$ cat config.mk
export PLATFORM = sky130hd
export DESIGN_NAME = axil_accel_csr_flat
export DESIGN_NICKNAME = d
export VERILOG_FILES = /design/src/rtl/axil_csr_pkg.sv /design/src/rtl/axil_accel_csr_if.sv /design/src/rtl/axil_hold_slot.sv /design/src/rtl/axil_accel_csr.sv /design/src/flat_wrapper.sv
export SDC_FILE = /design/constraint.sdc
export NUM_CORES = 1
export LEC_CHECK = 0
export ABC_AREA = 1
export CAP_MARGIN = 20
export CELL_PAD_IN_SITES_DETAIL_PLACEMENT = 0
export CELL_PAD_IN_SITES_GLOBAL_PLACEMENT = 1
export CORE_UTILIZATION = 38
export CTS_BUF_LIST = sky130_fd_sc_hd__clkbuf_8
export CTS_CLUSTER_DIAMETER = 120
export DETAILED_ROUTE_END_ITERATION = 7
export PLACE_DENSITY_LB_ADDON = 0.1
export SLEW_MARGIN = 0
export SYNTH_ARGS = -nofsm -noshare
export SYNTH_HDL_FRONTEND = slang
export SYNTH_SLANG_ARGS = --single-unit
$ cat constraint.sdc
create_clock -name clk -period 2 [get_ports clk]
set_input_delay 0.4 -clock clk [delete_from_list [all_inputs] [get_ports clk]]
set_output_delay 0.4 -clock clk [all_outputs]
set_load 0.03 [all_outputs]
$ cat src/rtl/axil_csr_pkg.sv
// rtl/axil_csr_pkg.sv - register offsets, status bit indices and response codes for axil_accel_csr
package axil_csr_pkg;

   typedef enum logic [1:0] {
      OKAY   = 2'b00,
      SLVERR = 2'b10
   } axi_resp_t;

   typedef enum logic [2:0] {
      REG_CTRL,
      REG_STATUS,
      REG_VERSION,
      REG_CFG,
      REG_NONE
   } reg_sel_t;

   localparam logic [31:0] CTRL_OFF    = 32'h00;
   localparam logic [31:0] STATUS_OFF  = 32'h04;
   localparam logic [31:0] VERSION_OFF = 32'h08;
   localparam logic [31:0] CFG_OFF     = 32'h10;

   localparam int CTRL_START  = 0;
   localparam int CTRL_IRQ_EN = 1;
   localparam int STATUS_DONE = 0;
   localparam int STATUS_BUSY = 1;
   localparam int STATUS_ERR  = 2;

   // word is the byte address with bits [1:0] already dropped
   function automatic reg_sel_t decode(input logic [31:0] word, input int unsigned num_cfg);
      reg_sel_t sel;
      if (word == (CTRL_OFF >> 2))
         sel = REG_CTRL;
      else if (word == (STATUS_OFF >> 2))
         sel = REG_STATUS;
      else if (word == (VERSION_OFF >> 2))
         sel = REG_VERSION;
      else if (word >= (CFG_OFF >> 2) && word < ((CFG_OFF >> 2) + num_cfg))
         sel = REG_CFG;
      else
         sel = REG_NONE;
      return sel;
   endfunction

endpackage

$ cat src/rtl/axil_accel_csr_if.sv
// rtl/axil_accel_csr_if.sv - AXI-Lite bus bundle for axil_accel_csr
interface axil_accel_csr_if #(parameter int unsigned ADDR_W = 12);
   logic [ADDR_W-1:0] s_axi_awaddr;
   logic              s_axi_awvalid;
   logic              s_axi_awready;
   logic [31:0]       s_axi_wdata;
   logic [3:0]        s_axi_wstrb;
   logic              s_axi_wvalid;
   logic              s_axi_wready;
   logic              s_axi_bvalid;
   logic [1:0]        s_axi_bresp;
   logic              s_axi_bready;
   logic [ADDR_W-1:0] s_axi_araddr;
   logic              s_axi_arvalid;
   logic              s_axi_arready;
   logic [31:0]       s_axi_rdata;
   logic [1:0]        s_axi_rresp;
   logic              s_axi_rvalid;
   logic              s_axi_rready;

   modport slave (
      input  s_axi_awaddr, s_axi_awvalid, s_axi_wdata, s_axi_wstrb, s_axi_wvalid,
             s_axi_bready, s_axi_araddr, s_axi_arvalid, s_axi_rready,
      output s_axi_awready, s_axi_wready, s_axi_bvalid, s_axi_bresp,
             s_axi_arready, s_axi_rdata, s_axi_rresp, s_axi_rvalid
   );

   modport master (
      output s_axi_awaddr, s_axi_awvalid, s_axi_wdata, s_axi_wstrb, s_axi_wvalid,
             s_axi_bready, s_axi_araddr, s_axi_arvalid, s_axi_rready,
      input  s_axi_awready, s_axi_wready, s_axi_bvalid, s_axi_bresp,
             s_axi_arready, s_axi_rdata, s_axi_rresp, s_axi_rvalid
   );
endinterface

$ cat src/rtl/axil_hold_slot.sv
// rtl/axil_hold_slot.sv - one-entry hold slot for an AXI-Lite AW or W beat
module axil_hold_slot #(
   parameter int unsigned W = 8
) (
   input  logic         clk,
   input  logic         rst_n,
   input  logic         in_valid,
   input  logic [W-1:0] in_data,
   input  logic         block,
   input  logic         clear,
   output logic         ready,
   output logic         held,
   output logic [W-1:0] data
);

   logic         held_q, held_d;
   logic [W-1:0] data_q, data_d;

   assign ready = !held_q && !block;
   assign held  = held_q;
   assign data  = data_q;

   always_comb begin
      held_d = held_q;
      data_d = data_q;
      if (clear) begin
         held_d = 1'b0;
      end else if (in_valid && ready) begin
         held_d = 1'b1;
         data_d = in_data;
      end
   end

   always_ff @(posedge clk or negedge rst_n) begin
      if (!rst_n) begin
         held_q <= 1'b0;
         data_q <= '0;
      end else begin
         held_q <= held_d;
         data_q <= data_d;
      end
   end

endmodule

$ cat src/rtl/axil_accel_csr.sv
// rtl/axil_accel_csr.sv - AXI-Lite CSR block for an accelerator: CTRL/STATUS/VERSION/CFG, start/done/irq
// Optional CSR_IRQ_EN: implements CTRL.IRQ_EN and the irq output; otherwise irq is tied low.
module axil_accel_csr
   import axil_csr_pkg::*;
#(
   parameter int unsigned ADDR_W  = 12,
   parameter int unsigned NUM_CFG = 4,
   parameter logic [31:0] VERSION = 32'h0001_0000
) (
   input  logic                 clk,
   input  logic                 rst_n,
   axil_accel_csr_if.slave      axi,
   output logic [NUM_CFG*32-1:0] cfg,
   output logic                 start,
   input  logic                 done,
   output logic                 irq
);

   logic              aw_held, w_held, commit, b_hs, ar_hs, start_req, irq_en_rd;
   logic [ADDR_W-3:0] aw_addr;
   logic [35:0]       w_bits;
   logic [31:0]       wdata, aw_word, ar_word;
   logic [3:0]        wstrb;
   reg_sel_t          aw_sel;
   logic              unused_addr_lsbs;

   logic        bvalid_q, bvalid_d, rvalid_q, rvalid_d, start_q, start_d;
   logic        done_q, done_d, busy_q, busy_d, err_q, err_d;
   axi_resp_t   bresp_q, bresp_d, rresp_q, rresp_d;
   logic [31:0] rdata_q, rdata_d;
   logic [31:0] cfg_q [NUM_CFG];
   logic [31:0] cfg_d [NUM_CFG];

   axil_hold_slot #(.W(ADDR_W - 2)) u_aw_slot (
      .clk(clk), .rst_n(rst_n), .in_valid(axi.s_axi_awvalid),
      .in_data(axi.s_axi_awaddr[ADDR_W-1:2]), .block(bvalid_q), .clear(b_hs),
      .ready(axi.s_axi_awready), .held(aw_held), .data(aw_addr)
   );

   axil_hold_slot #(.W(36)) u_w_slot (
      .clk(clk), .rst_n(rst_n), .in_valid(axi.s_axi_wvalid),
      .in_data({axi.s_axi_wstrb, axi.s_axi_wdata}), .block(bvalid_q), .clear(b_hs),
      .ready(axi.s_axi_wready), .held(w_held), .data(w_bits)
   );

   assign unused_addr_lsbs = ^{axi.s_axi_awaddr[1:0], axi.s_axi_araddr[1:0]};
   assign {wstrb, wdata}   = w_bits;
   assign aw_word          = 32'(aw_addr);
   assign ar_word          = 32'(axi.s_axi_araddr[ADDR_W-1:2]);
   assign aw_sel           = decode(aw_word, NUM_CFG);
   assign commit           = aw_held && w_held && !bvalid_q;
   assign b_hs             = bvalid_q && axi.s_axi_bready;
   assign ar_hs            = axi.s_axi_arvalid && !rvalid_q;

   assign axi.s_axi_bvalid  = bvalid_q;
   assign axi.s_axi_bresp   = bresp_q;
   assign axi.s_axi_arready = !rvalid_q;
   assign axi.s_axi_rvalid  = rvalid_q;
   assign axi.s_axi_rdata   = rdata_q;
   assign axi.s_axi_rresp   = rresp_q;
   assign start             = start_q;

   always_comb begin
      for (int i = 0; i < NUM_CFG; i++) cfg[32*i +: 32] = cfg_q[i];
   end

   // W1C clears are applied before hardware sets so a same-cycle set wins
   always_comb begin
      cfg_d     = cfg_q;
      done_d    = done_q;
      busy_d    = busy_q;
      err_d     = err_q;
      start_d   = 1'b0;
      start_req = 1'b0;
      bvalid_d  = b_hs ? 1'b0 : bvalid_q;
      bresp_d   = bresp_q;
      if (commit) begin
         bvalid_d = 1'b1;
         bresp_d  = OKAY;
         case (aw_sel)
            REG_CTRL:   start_req = wstrb[0] && wdata[CTRL_START];
            REG_STATUS: begin
               if (wstrb[0] && wdata[STATUS_DONE]) done_d = 1'b0;
               if (wstrb[0] && wdata[STATUS_ERR])  err_d  = 1'b0;
            end
            REG_CFG: begin
               for (int i = 0; i < NUM_CFG; i++) begin
                  if (aw_word == ((CFG_OFF >> 2) + 32'(i))) begin
                     for (int b = 0; b < 4; b++)
                        if (wstrb[b]) cfg_d[i][8*b +: 8] = wdata[8*b +: 8];
                  end
               end
            end
            default:    bresp_d = SLVERR;
         endcase
      end
      if (done && busy_q) begin
         busy_d = 1'b0;
         done_d = 1'b1;
      end
      if (start_req) begin
         if (busy_q) begin
            err_d = 1'b1;
         end else begin
            start_d = 1'b1;
            busy_d  = 1'b1;
            done_d  = 1'b0;
         end
      end
   end

   always_comb begin
      rvalid_d = (rvalid_q && axi.s_axi_rready) ? 1'b0 : rvalid_q;
      rdata_d  = rdata_q;
      rresp_d  = rresp_q;
      if (ar_hs) begin
         rvalid_d = 1'b1;
         rresp_d  = OKAY;
         rdata_d  = '0;
         case (decode(ar_word, NUM_CFG))
            REG_CTRL:    rdata_d[CTRL_IRQ_EN] = irq_en_rd;
            REG_STATUS:  rdata_d[2:0] = {err_q, busy_q, done_q};
            REG_VERSION: rdata_d = VERSION;
            REG_CFG: begin
               for (int i = 0; i < NUM_CFG; i++)
                  if (ar_word == ((CFG_OFF >> 2) + 32'(i))) rdata_d = cfg_q[i];
            end
            default:     rresp_d = SLVERR;
         endcase
      end
   end

   always_ff @(posedge clk or negedge rst_n) begin
      if (!rst_n) begin
         bvalid_q <= 1'b0;
         bresp_q  <= OKAY;
         rvalid_q <= 1'b0;
         rresp_q  <= OKAY;
         rdata_q  <= '0;
         start_q  <= 1'b0;
         done_q   <= 1'b0;
         busy_q   <= 1'b0;
         err_q    <= 1'b0;
         cfg_q    <= '{default: '0};
      end else begin
         bvalid_q <= bvalid_d;
         bresp_q  <= bresp_d;
         rvalid_q <= rvalid_d;
         rresp_q  <= rresp_d;
         rdata_q  <= rdata_d;
         start_q  <= start_d;
         done_q   <= done_d;
         busy_q   <= busy_d;
         err_q    <= err_d;
         cfg_q    <= cfg_d;
      end
   end

`ifdef CSR_IRQ_EN
   logic irq_en_q, irq_en_d;

   always_comb begin
      irq_en_d = irq_en_q;
      if (commit && aw_sel == REG_CTRL && wstrb[0]) irq_en_d = wdata[CTRL_IRQ_EN];
   end

   always_ff @(posedge clk or negedge rst_n) begin
      if (!rst_n) irq_en_q <= 1'b0;
      else        irq_en_q <= irq_en_d;
   end

   assign irq_en_rd = irq_en_q;
   assign irq       = irq_en_q & (done_q | err_q);
`else
   assign irq_en_rd = 1'b0;
   assign irq       = 1'b0;
`endif

endmodule

$ cat src/flat_wrapper.sv
// flat-port wrapper written by rule: the top's interface ports become plain ports
module axil_accel_csr_flat import axil_csr_pkg::*;
#(
   parameter int unsigned ADDR_W  = 12,
   parameter int unsigned NUM_CFG = 4,
   parameter logic [31:0] VERSION = 32'h0001_0000
)
  (clk, rst_n, cfg, start, done, irq, axi_s_axi_awaddr, axi_s_axi_awvalid, axi_s_axi_wdata, axi_s_axi_wstrb, axi_s_axi_wvalid, axi_s_axi_bready, axi_s_axi_araddr, axi_s_axi_arvalid, axi_s_axi_rready, axi_s_axi_awready, axi_s_axi_wready, axi_s_axi_bvalid, axi_s_axi_bresp, axi_s_axi_arready, axi_s_axi_rdata, axi_s_axi_rresp, axi_s_axi_rvalid);
  axil_accel_csr_if #(.ADDR_W(ADDR_W)) axi_i ();
  input  logic clk;
  input  logic rst_n;
  output logic [NUM_CFG*32-1:0] cfg;
  output logic start;
  input  logic done;
  output logic irq;
  input wire logic [$bits(axi_i.s_axi_awaddr)-1:0] axi_s_axi_awaddr;
  input wire logic [$bits(axi_i.s_axi_awvalid)-1:0] axi_s_axi_awvalid;
  input wire logic [$bits(axi_i.s_axi_wdata)-1:0] axi_s_axi_wdata;
  input wire logic [$bits(axi_i.s_axi_wstrb)-1:0] axi_s_axi_wstrb;
  input wire logic [$bits(axi_i.s_axi_wvalid)-1:0] axi_s_axi_wvalid;
  input wire logic [$bits(axi_i.s_axi_bready)-1:0] axi_s_axi_bready;
  input wire logic [$bits(axi_i.s_axi_araddr)-1:0] axi_s_axi_araddr;
  input wire logic [$bits(axi_i.s_axi_arvalid)-1:0] axi_s_axi_arvalid;
  input wire logic [$bits(axi_i.s_axi_rready)-1:0] axi_s_axi_rready;
  output wire logic [$bits(axi_i.s_axi_awready)-1:0] axi_s_axi_awready;
  output wire logic [$bits(axi_i.s_axi_wready)-1:0] axi_s_axi_wready;
  output wire logic [$bits(axi_i.s_axi_bvalid)-1:0] axi_s_axi_bvalid;
  output wire logic [$bits(axi_i.s_axi_bresp)-1:0] axi_s_axi_bresp;
  output wire logic [$bits(axi_i.s_axi_arready)-1:0] axi_s_axi_arready;
  output wire logic [$bits(axi_i.s_axi_rdata)-1:0] axi_s_axi_rdata;
  output wire logic [$bits(axi_i.s_axi_rresp)-1:0] axi_s_axi_rresp;
  output wire logic [$bits(axi_i.s_axi_rvalid)-1:0] axi_s_axi_rvalid;
  assign axi_i.s_axi_awaddr = axi_s_axi_awaddr;
  assign axi_i.s_axi_awvalid = axi_s_axi_awvalid;
  assign axi_i.s_axi_wdata = axi_s_axi_wdata;
  assign axi_i.s_axi_wstrb = axi_s_axi_wstrb;
  assign axi_i.s_axi_wvalid = axi_s_axi_wvalid;
  assign axi_i.s_axi_bready = axi_s_axi_bready;
  assign axi_i.s_axi_araddr = axi_s_axi_araddr;
  assign axi_i.s_axi_arvalid = axi_s_axi_arvalid;
  assign axi_i.s_axi_rready = axi_s_axi_rready;
  assign axi_s_axi_awready = axi_i.s_axi_awready;
  assign axi_s_axi_wready = axi_i.s_axi_wready;
  assign axi_s_axi_bvalid = axi_i.s_axi_bvalid;
  assign axi_s_axi_bresp = axi_i.s_axi_bresp;
  assign axi_s_axi_arready = axi_i.s_axi_arready;
  assign axi_s_axi_rdata = axi_i.s_axi_rdata;
  assign axi_s_axi_rresp = axi_i.s_axi_rresp;
  assign axi_s_axi_rvalid = axi_i.s_axi_rvalid;
  axil_accel_csr #(.ADDR_W(ADDR_W), .NUM_CFG(NUM_CFG), .VERSION(VERSION)) u_core (.clk(clk), .rst_n(rst_n), .axi(axi_i), .cfg(cfg), .start(start), .done(done), .irq(irq));
endmodule
== Word-level counts from Yosys, hierarchy flattened ==
Index checks and enable logic that the tools add are counted.
Word-level totals
  logic and storage cells: 142
  output and inout bits: 171
  flip-flop bits (word level): 218
Operators by class
  reduce and logical (&&, ||, !) cells: 46
  order comparisons: 4
  bitwise operators: 1
  equality and inequality tests: 17
  multiplexer cells: 45
Operators with widths (count)
  $mux 32: 4
  $eq 10x3->1 const B: 8
  $logic_not 32->1: 2
  $reduce_and 4->1: 16
  $pmux 29 s2: 1
  $mux 3: 9
  $mux 1: 26
  $eq 10x1->1 const B: 2
  $eq 10x2->1 const B: 2
  $ge 10x3->1 const B: 2
  $lt 10x4->1 const B: 2
  $logic_and 1x1->1: 14
  $eq 3x2->1 const B: 3
  $reduce_bool 2->1: 4
  $eq 3x1->1 const B: 2
  $logic_not 3->1: 2
  $pmux 1 s2: 3
  $logic_not 1->1: 4
  $mux 2: 2
  $reduce_and 2->1: 2
  $reduce_or 4->1: 1
  $reduce_or 3->1: 1
  $not 1->1: 1

== Depth between registers and ports, before layout ==
  word-level depth: 12
  gate-level depth with buffers: 12
  depth with buffers taken out: 10

== Hierarchy ==
From an unflattened synthesis, not the netlist that was laid out.
Second synthesis, totals
  cells, all modules: 1178
  area total of the unflattened synthesis: 10059.6 µm²
Modules (own cells, without submodules)
  axil_accel_csr: area an instance 8089.0 µm², cells each 967, instances 1, seq. area each 4204.0 µm²
  axil_hold_slot at u_core.u_w_slot: area an instance 1515.2 µm², cells each 161, instances 1, seq. area each 925.9 µm²
  axil_hold_slot at u_core.u_aw_slot: area an instance 455.4 µm², cells each 50, instances 1, seq. area each 275.3 µm²

== Least setup slack after synthesis ==
No wires, ideal clock.
  path kind: register to register
  start point: register u_core.bvalid_q (netlist: u_core.axi.s_axi_bvalid)
  end point: register u_core.u_aw_slot.data_q[5] (netlist: u_core.u_aw_slot.data[5])
  path slack: 129 ps
  period minus slack after synthesis: 1871 ps
  library setup time: 125 ps
  arrival time: 1747 ps
  buffers on the path: 1
  stages on the path, launching flop included: 5
  cell sequence: dfrtp_1 > nor2_1 > nand2_1 > buf_1 > mux2_2
On the way
  cells in the longest elaborated chain, start to end: 4
  elaborated cells on any way between the ends: 6
Ends and longest elaborated chain
  start: declaration: line axil_accel_csr.sv:27  | logic bvalid_q, bvalid_d, rvalid_q, rvalid_d, start_q, start_d;
  start signal: assignment: line axil_accel_csr.sv:146  | bvalid_q <= bvalid_d;
  $logic_not 1->1: line axil_hold_slot.sv:19  | assign ready = !held_q && !block;
  $logic_and 1x1->1: line axil_hold_slot.sv:19
  net axi_s_axi_awready: line flat_wrapper.sv:25  | output wire logic [$bits(axi_i.s_axi_awready)-1:0] axi_s_axi_awready;
  $logic_and 1x1->1: line axil_hold_slot.sv:28  | end else if (in_valid && ready) begin
  $reduce_and 2->1 (no source line)
  end signal: assignment: line axil_hold_slot.sv:40  | data_q <= data_d;
  end: declaration: line axil_hold_slot.sv:17  | logic [W-1:0] data_q, data_d;
The timed path passes the listed nets, and every way through them passes these cells.
A chain may end at the register's enable or synchronous reset.

== Worst setup path after layout ==
  start point: register u_core.rdata_q[23] (netlist: u_core.axi.s_axi_rdata[23])
  end point: output axi_s_axi_rdata[23]
RTL lines
  start: declaration: line axil_accel_csr.sv:30  | logic [31:0] rdata_q, rdata_d;
  start signal: assignment: line axil_accel_csr.sv:150  | rdata_q <= rdata_d;
  end: declaration: line flat_wrapper.sv:30  | output wire logic [$bits(axi_i.s_axi_rdata)-1:0] axi_s_axi_rdata;
No word-level cell between the ends.

==> results.txt <==
Ant diodes - 0
Root Buffer - clkbuf_8
Crit. Startpoint - u_core.axi.s_axi_rdata[23]
Placed cells - 1,677
Worst Setup EP - axi_s_axi_rdata[23]
Clock Tree Buf Depth - 3
1st-iter DRT viols - 452
Startpoint class of the critical path - flip-flop
Hold/Removal Path Class - primary input to async pin
CP arrival - 1550 ps
Synthesized area - 9740 um2
Vias - 8,550
Slowest CP cell - clkdlybuf4s50_1
Synth Warn # - 0
Final min period - 1950 ps
CTS Buf Count - 40
Final WL - 30.4 mm
Status - complete, no violations
First-pass detailed-route iteration total - 5
Tcrit/Tclk final - 97.6%
GPL Wtd Cong - 0.800
CP max FO - 2
Unrepaired setup endpoints after global routing - yes
Pins Over Slew Limit - 0
Clock sinks - 216
Top delay family on crit path - buffers and inverters
Cells along the critical path - clkdlybuf4s50_1
Setup Fix Bufs, Post-CTS - 0
Wirelength per Cell - 17.3 um
GRT overflow - 0
Die Width - 162 um
Initial antenna violation count - 1
Worst-path clk slew - 60 ps
Number of port buffers - 231
FILL cells - 2,403
Gate Count Post-Synth - 1,092
Number of global-route vias before repair - 8,295
Avg Inst Size Synth - 8.92 um2
Skew final - 20.0 ps
Synth Register Bits - 216
P&R area growth vs syn - 41.0%
Setup TNS - 0 ps
Gr usage total - 23.6%
PD cells - 904 nW/um2
Initial core utilization - 38.7%
Setup violations, final - 0
Most common cell after layout, fill and taps aside - nand2_1
Rows - 58
Max Cap Viol - 0
DR DRC count - 0
CP max stage delay - 660 ps
Die area - 26,300 um2
IO Pins - 239
Leakage - 7.65 nW
Final cell count without fillers - 1,752
F_max - 0.512 GHz
Levels on crit path - 1
Yosys cell types - 34
Chip Height - 162 um
Multi-input gate area - 3770 um2
FF-to-FF Start - u_core.u_aw_slot.data[7]
# H-tree levels - 2
CTS tree - yes
Reg-to-Reg End - u_core.cfg[72]
Seq. cell area - 5410 um2
Crit Path Class - flip-flop to primary output
Largest net degree at the start of global routing - 67
Worst-skew pair later-pin latency - 550 ps
Critical path buffers and inverters - 1
Worst reg-to-reg path cell count - 8
Final net count - 1,458
Core ar. - 25,200 um2
Max VDD drop - 0.000686 V
First-pass GRT wire length - 47.1 mm
ANT nets after route - 0
CP endpoint kind - primary output
Vias/cell - 4.88
Sequential cell area fraction in the yosys report - 55.5%
Hpwl dp - 21.3 mm
Most frequent cells in the layout - nand2_1 (265), dfrtp_1 (216), dlygate4sd2_1 (147)
Register-to-Register Setup Slack - 80 ps
Share of cells above drive strength 1 - 17.4%
Final Hold Vio Count - 0
Worst Path Required - 1600 ps
## registers in the layout, summed over array words and instances, names as in the netlist
name / cells
u_core.axi.s_axi_bresp: 1
u_core.axi.s_axi_bvalid: 1
u_core.axi.s_axi_rdata: 32
u_core.axi.s_axi_rresp: 1
u_core.axi.s_axi_rvalid: 1
u_core.busy_q: 1
u_core.cfg: 128
u_core.done_q: 1
u_core.err_q: 1
u_core.start: 1
u_core.u_aw_slot.data: 10
u_core.u_aw_slot.held: 1
u_core.u_w_slot.data: 36
u_core.u_w_slot.held: 1
## stage by stage
stage	hold slack [ps]	setup slack, ps	total power, W	util, %	area (um2)
floorplan	104	129	0.00661	-	9750
global placement	284	-212	0.00746	51.2	12900
detailed placement	285	-220	0.00752	51.2	12900
CTS	296	1.79	0.0125	54.3	13700
global route	313	-45.7	0.0130	54.5	13700
finish	318	47.9	0.0124	54.5	13700
## worst min path at each step
stage | start | to | slack (ps)
after floorplan | rst_n | u_core.axi.s_axi_bresp[1] | 100
after global placement | rst_n | u_core.u_w_slot.data[30] | 280
after detailed placement | rst_n | u_core.u_w_slot.data[30] | 280
after CTS | rst_n | u_core.cfg[127] | 300
after global routing | rst_n | u_core.cfg[127] | 310
final | rst_n | u_core.cfg[127] | 320
## cell families (layout without fill, tap and decap cells)
kind of cell,after synthesis,in the layout,synth area share [%]
AO/OA/AOI/OAI,210,210,12.8
flip-flops,216,216,55.5
multiplexers,8,8,0.925
AND/OR/NAND/NOR,544,544,24.5
other,1,3,0.0385
buffers and inverters,113,441,6.21
## synth_stat cells
cell	instances	area, um2
o21ai_0	9	45.0
buf_1	1	3.75
nand2_1	267	1000
clkinv_1	1	3.75
nor4_4	1	21.3
dfrtp_1	216	5410
buf_2	10	50.1
o21ai_2	40	350
a21boi_0	1	7.51
buf_4	4	30.0
inv_4	1	6.26
nor3_4	3	48.8
o211ai_1	5	37.5
nand4_2	1	12.5
nor2_1	123	462
and2_1	1	6.26
nand3b_1	4	30.0
inv_2	7	26.3
buf_6	20	225
o21ai_1	92	460
inv_1	52	195
nor2_4	5	56.3
nor2_2	7	43.8
nor3_1	7	35.0
nand4_1	3	18.8
nand3_4	1	17.5
mux2_2	8	90.1
nand3_1	99	495
nand2_2	22	138
conb_1	1	3.75
clkbuf_1	17	63.8
o31ai_1	12	90.1
a21oi_1	50	250
o22ai_1	1	6.26
## power by group
part           internal (W)  switching, W  leakage [nW]  total, W
registers           0.00489      0.000251          2.85   0.00514
logic              0.000701       0.00153          4.29   0.00224
clock network       0.00309       0.00194         0.516   0.00503
## what timing repair did
item / in CTS / in global routing
hold endpoints to repair: 26 / 0
pin swaps: 0 / 0
hold buffers: 1 / 0
endpoints found under the setup margin: 149 / 37
gates resized for setup: 151 / 19
## per-layer routing
layer  vias to the layer above  track usage, %  routed length, um  part of all wire [%]
met5                         -               0                 13                 0.043
met4                         2            6.82                549                   1.8
met3                        46            5.44               1970                   6.5
met2                       246            39.1              14500                    48
met1                      4053            30.9              13400                    44
li1                       4203               -                  -                     -
## area by class of cell
cell class	count	share of cell area (%)
tap	330	3.01
clock buffer	51	5.11
timing repair buffer	306	21.4
clock inverter	23	1.93
sequential	216	39.4
inverter	61	1.69
multi-input combinational	765	27.5
Power figures use the tool's default switching activity.
